$ cat src/rtl/req_arbiter_4.sv
// Four-requester arbiter (fixed priority or round-robin) with a hold limit and forced release.
// Latency: one cycle from sampled req to registered gnt; each release is followed by one idle cycle.
// Backpressure: the holder keeps the grant until done, request withdrawal, or the hold limit with others pending.
module req_arbiter_4 #(
    parameter int MODE_RR  = 1,
    parameter int MAX_HOLD = 8
) (
    input  logic       clk,
    input  logic       rst,
    input  logic [3:0] req,
    input  logic       done,
    output logic [3:0] gnt,
    output logic [1:0] gnt_idx,
    output logic       gnt_valid,
    output logic       timeout
);

    localparam int CW = (MAX_HOLD < 2) ? 1 : $clog2(MAX_HOLD + 1);
    localparam logic [CW-1:0] HOLD_MAX = CW'(MAX_HOLD);

    typedef enum logic {
        IDLE,
        BUSY
    } state_t;

    state_t        state_q, state_d;
    logic [CW-1:0] cnt_q, cnt_d;
    logic [1:0]    last_q, last_d;
    logic [3:0]    gnt_d;
    logic [1:0]    idx_d;
    logic          timeout_d;
    logic [1:0]    winner;
    logic [1:0]    cand;
    logic          rel_done, rel_drop, rel_hold;

    // Searching from the farthest candidate back to the nearest lets the nearest set bit win.
    always_comb begin
        winner = 2'b00;
        cand   = 2'b00;
        if (MODE_RR != 0) begin
            for (int k = 4; k >= 1; k--) begin
                cand = last_q + 2'(k);
                if (req[cand]) winner = cand;
            end
        end else begin
            for (int i = 0; i < 4; i++) begin
                if (req[i]) winner = 2'(i);
            end
        end
    end

    assign rel_done = done;
    assign rel_drop = ~req[gnt_idx];
    assign rel_hold = (cnt_q == HOLD_MAX) && (|(req & ~gnt));

    always_comb begin
        state_d   = state_q;
        cnt_d     = cnt_q;
        last_d    = last_q;
        gnt_d     = gnt;
        idx_d     = gnt_idx;
        timeout_d = 1'b0;
        case (state_q)
            IDLE: begin
                if (|req) begin
                    gnt_d   = 4'b0001 << winner;
                    idx_d   = winner;
                    cnt_d   = '0;
                    last_d  = winner;
                    state_d = BUSY;
                end else begin
                    gnt_d = 4'b0000;
                    idx_d = 2'b00;
                end
            end
            BUSY: begin
                if (rel_done || rel_drop || rel_hold) begin
                    gnt_d     = 4'b0000;
                    idx_d     = 2'b00;
                    state_d   = IDLE;
                    timeout_d = rel_hold && !rel_done && !rel_drop;
                end else if (cnt_q != HOLD_MAX) begin
                    cnt_d = cnt_q + CW'(1);
                end
            end
            default: begin
                gnt_d   = 4'b0000;
                idx_d   = 2'b00;
                state_d = IDLE;
            end
        endcase
    end

    always_ff @(posedge clk) begin
        if (rst) begin
            state_q   <= IDLE;
            cnt_q     <= '0;
            last_q    <= 2'b11;
            gnt       <= 4'b0000;
            gnt_idx   <= 2'b00;
            gnt_valid <= 1'b0;
            timeout   <= 1'b0;
        end else begin
            state_q   <= state_d;
            cnt_q     <= cnt_d;
            last_q    <= last_d;
            gnt       <= gnt_d;
            gnt_idx   <= idx_d;
            gnt_valid <= |gnt_d;
            timeout   <= timeout_d;
        end
    end

endmodule

$ cat config.mk
export PLATFORM = sky130hd
export DESIGN_NAME = req_arbiter_4
export DESIGN_NICKNAME = d
export VERILOG_FILES = /design/src/rtl/req_arbiter_4.sv
export SDC_FILE = /design/constraint.sdc
export NUM_CORES = 1
export LEC_CHECK = 0
export ABC_AREA = 1
export BUFFER_PORTS_ARGS = -buffer_cell sky130_fd_sc_hd__buf_2
export CAP_MARGIN = 10
export CORE_MARGIN = 2
export CORE_UTILIZATION = 31
export DETAILED_ROUTE_END_ITERATION = 10
export GPL_ROUTABILITY_DRIVEN = 0
export HOLD_SLACK_MARGIN = 0.02
export PLACE_DENSITY = 0.61
export SLEW_MARGIN = 40
export SYNTH_ARGS = -nofsm -noshare
export SYNTH_HDL_FRONTEND = slang
export SYNTH_SLANG_ARGS = --single-unit
export TNS_END_PERCENT = 30
$ cat constraint.sdc
create_clock -name clk -period 1.7 [get_ports clk]
set_clock_uncertainty 0.1 [all_clocks]
set_input_delay 0.255 -clock clk [delete_from_list [all_inputs] [get_ports clk]]
set_output_delay 0.255 -clock clk [all_outputs]
set_load 0.03 [all_outputs]
==> key figures <==
Outcome
  • Status: complete, but fails checks
  • Failing checks: DRC

Logic synthesis
  • Adder-cell share of the synthesized area: between 2 and 3%
  • YS warnings: 0
  • Mapped Cells: roughly 150
  • Post-synthesis simple-gate area fraction: 42.1%
  • Synthesis-stage register bit count: 15
  • Netlist cell types: 24
  • Seq/Total Area, Yosys: 32.4%
  • Xor-xnor portion of the synthesized cell area: 0.945%
  • Synthesized cell area: 927 um2
  • Post-synthesis mux area share: 0%
  • Synth Area in Compound Gates: 11.3%
  • Largest family of logic cells by synthesized area: simple AND/OR/NAND/NOR gates
  • Post-Syn Nets: about 160
  • Post-Syn Area per Cell: ~6.4 um2

Setup path
  • Critical Path Start Type: flip-flop
  • WP data required: roughly 1.8 ns
  • Critical setup path kind: reg2reg
  • Crit end category: flip-flop
  • Crit path DAT: 1.74 ns
  • Critical-path maximum fanout: 3

Timing
  • RSZ-0062 raised after global routing: yes
  • Fin. max-slew vios: 0
  • Worst slew pin tran: 0.392 ns
  • Final hold violation count: 0
  • Post-layout min period: 1.62 ns
  • F_max: 616 MHz
  • Slew headroom: 73.8%
  • Final setup violation count: 0
  • Final period util: 95.4%

Layout
  • Share of cells above drive strength 1: 43.9%
  • Area grow syn2layout: 33.6%
  • N_diodes: 0
  • Layout Cells excl Fill: 204
  • Final nets: 183
  • Final design utilization: 44.2%
  • Final instance area: 1240 um2

Pwr
  • PD cells: between 1000 and 1500 nW/um2
  • Overall Power: 1430 uW
  • Peak supply drop: 0.000460 V
  • P_leak: 0.000607 uW

Global route
  • Total GRT Usage: 14.7%
  • Global-route wire length before repair: 3.93 mm
  • Congestion Overflow GR: 0
  • Largest net degree at the start of global routing: 13
  • Vias in the first global route: about 940
  • Initial antenna violation count: 0

CTS
  • CTS tree: yes
  • Clk Latency, worst-skew pair: 0.28 ns
  • H-tree depth: 1
  • Root buffer cell: clkbuf_4
  • CTS sink count: 15
  • Reg clk slew, reported paths: 0.09 ns
  • CTS Buf Count: 3
  • Worst-case clock buffer depth: 2

Floorplan
  • Rows: 19
  • Die Wd: 58.7 um
  • # IOs: 15
  • Core Area: around 2800 um2
  • DIE AREA: 3440 um2
  • Die height: 58.7 um
  • Initial core utilization: roughly a third

Placed design
  • PortBufs: 14
  • Placed cell areas: 1070 um2
  • Post-Place Cells: 195
  • Dpl hpwl: 1.76 mm

Route
  • First drt pass iteration count: 7
  • Antenna Nets Post-Route: 0
  • Vias/cell: 4.85
  • Final WL: 2.35 mm
  • Starting DRT DRC Count: 35
  • DRC: 2
  • Via count: a little under 1000
  • Wire length per cell: roughly 12 um

Min path
  • Min-Delay Path Class: in2reg

Run
  • Max cap viols: 0
## cell usage after synthesis
cell      count  area share [%]
nand2_1      51              21
inv_1        22             8.9
dfxtp_1      15              32
nand3_1      11             5.9
a21oi_1       8             4.3
nor2_1        8             3.2
nand2_2       6             4.0
a21oi_2       2             1.9
ha_1          2             2.7
inv_2         2            0.81
nand3_2       2             2.2
nor4_1        2             1.3
o211ai_1      2             1.6
o21ai_1       2             1.1
o21ai_2       2             1.9
clkbuf_1      1            0.40
clkinv_1      1            0.40
nand2_4       1             1.2
nand3b_1      1            0.81
nand4_1       1            0.68
nor2_4        1             1.2
nor3b_1       1            0.81
o21ai_0       1            0.54
xnor2_1       1            0.94
## report_power, final
part	switching [uW]	internal, uW
clock	115	91.1
sequential	50.9	424
combinational	494	256
total	661	771
## final cells by class
class,instances,area [um2]
Inverter,25,96.3
Timing Repair Buffer,24,149
Clock buffer,4,26.3
Tap cell,31,38.8
Multi-Input combinational cell,105,614
Sequential cell,15,314
Fill cell,306,1570
## final timing paths
path              startpoint         end  slack, ns  cells after the start
setup reg to reg    cnt_q[0]    cnt_q[0]       0.08                     10
setup / recovery    cnt_q[0]    cnt_q[0]       0.08                     10
hold / removal           rst    cnt_q[0]       0.19                      2
hold reg to reg   gnt_idx[0]  gnt_idx[0]       0.40                      2
## placed cells by master, fill, tap and decap left out, drive strengths merged
cell / Yosys / routed
nand4: 1 / 1
dfxtp: 15 / 15
inv: 24 / 25
xnor2: 1 / 1
buf: 0 / 24
nand3: 13 / 13
nor4: 2 / 2
nor3b: 1 / 1
o21ai: 5 / 5
o211ai: 2 / 2
nand3b: 1 / 1
nand2: 58 / 58
clkbuf: 1 / 4
ha: 2 / 2
nor2: 9 / 9
a21oi: 10 / 10
## kinds of logic (layout without fill, tap and decap cells)
kind of cell,after synthesis,in the layout
buf+inv,26,53
xor+xnor,1,1
compound gates,17,17
simple gates,85,85
flops,15,15
fa+ha+maj,2,2
## through the flow
| stage | TNS [ns] | hold slack (ns) | setup slack (ns) |
|---|---|---|---|
| final | 0 | 0.189 | 0.0779 |
| after floorplan | 0 | 0.234 | 0.00465 |
| after global routing | -0.0696 | 0.197 | -0.0297 |
| after global placement | 0 | 0.386 | 0.0267 |
| after CTS | 0 | 0.184 | 0.00168 |
| after detailed placement | -0.186 | 0.393 | -0.0970 |
## worst max-delay path, cell delays in order, from the launching register on
cell and delay [ns]:
dfxtp_2 0.34, inv_2 0.05, ha_4 0.15, nand3_2 0.08, inv_2 0.05, o21ai_4 0.06, nand4_1 0.17, o21ai_2 0.22
buf_4 0.14, nand3_2 0.06, a21oi_2 0.13
## per-layer routing
layer	global-route usage (%)	routed length [um]
met5	0	0
met4	5.19	29
met3	1.98	75
met2	27.6	1250
met1	17.0	999
## sequential cells by signal (all words and copies together) (netlist names)
| signal | cells |
|---|---|
| cnt_q | 4 |
| gnt | 4 |
| gnt_idx | 2 |
| gnt_valid | 1 |
| last_q | 2 |
| state_q | 1 |
| timeout | 1 |
## what timing repair did
action,CTS,global route
setup buffers,2,3
gates resized for setup,4,35
pin swaps,2,9
endpoints found under the setup margin,3,11
hold buffers,0,0
Power figures use the tool's default switching activity.
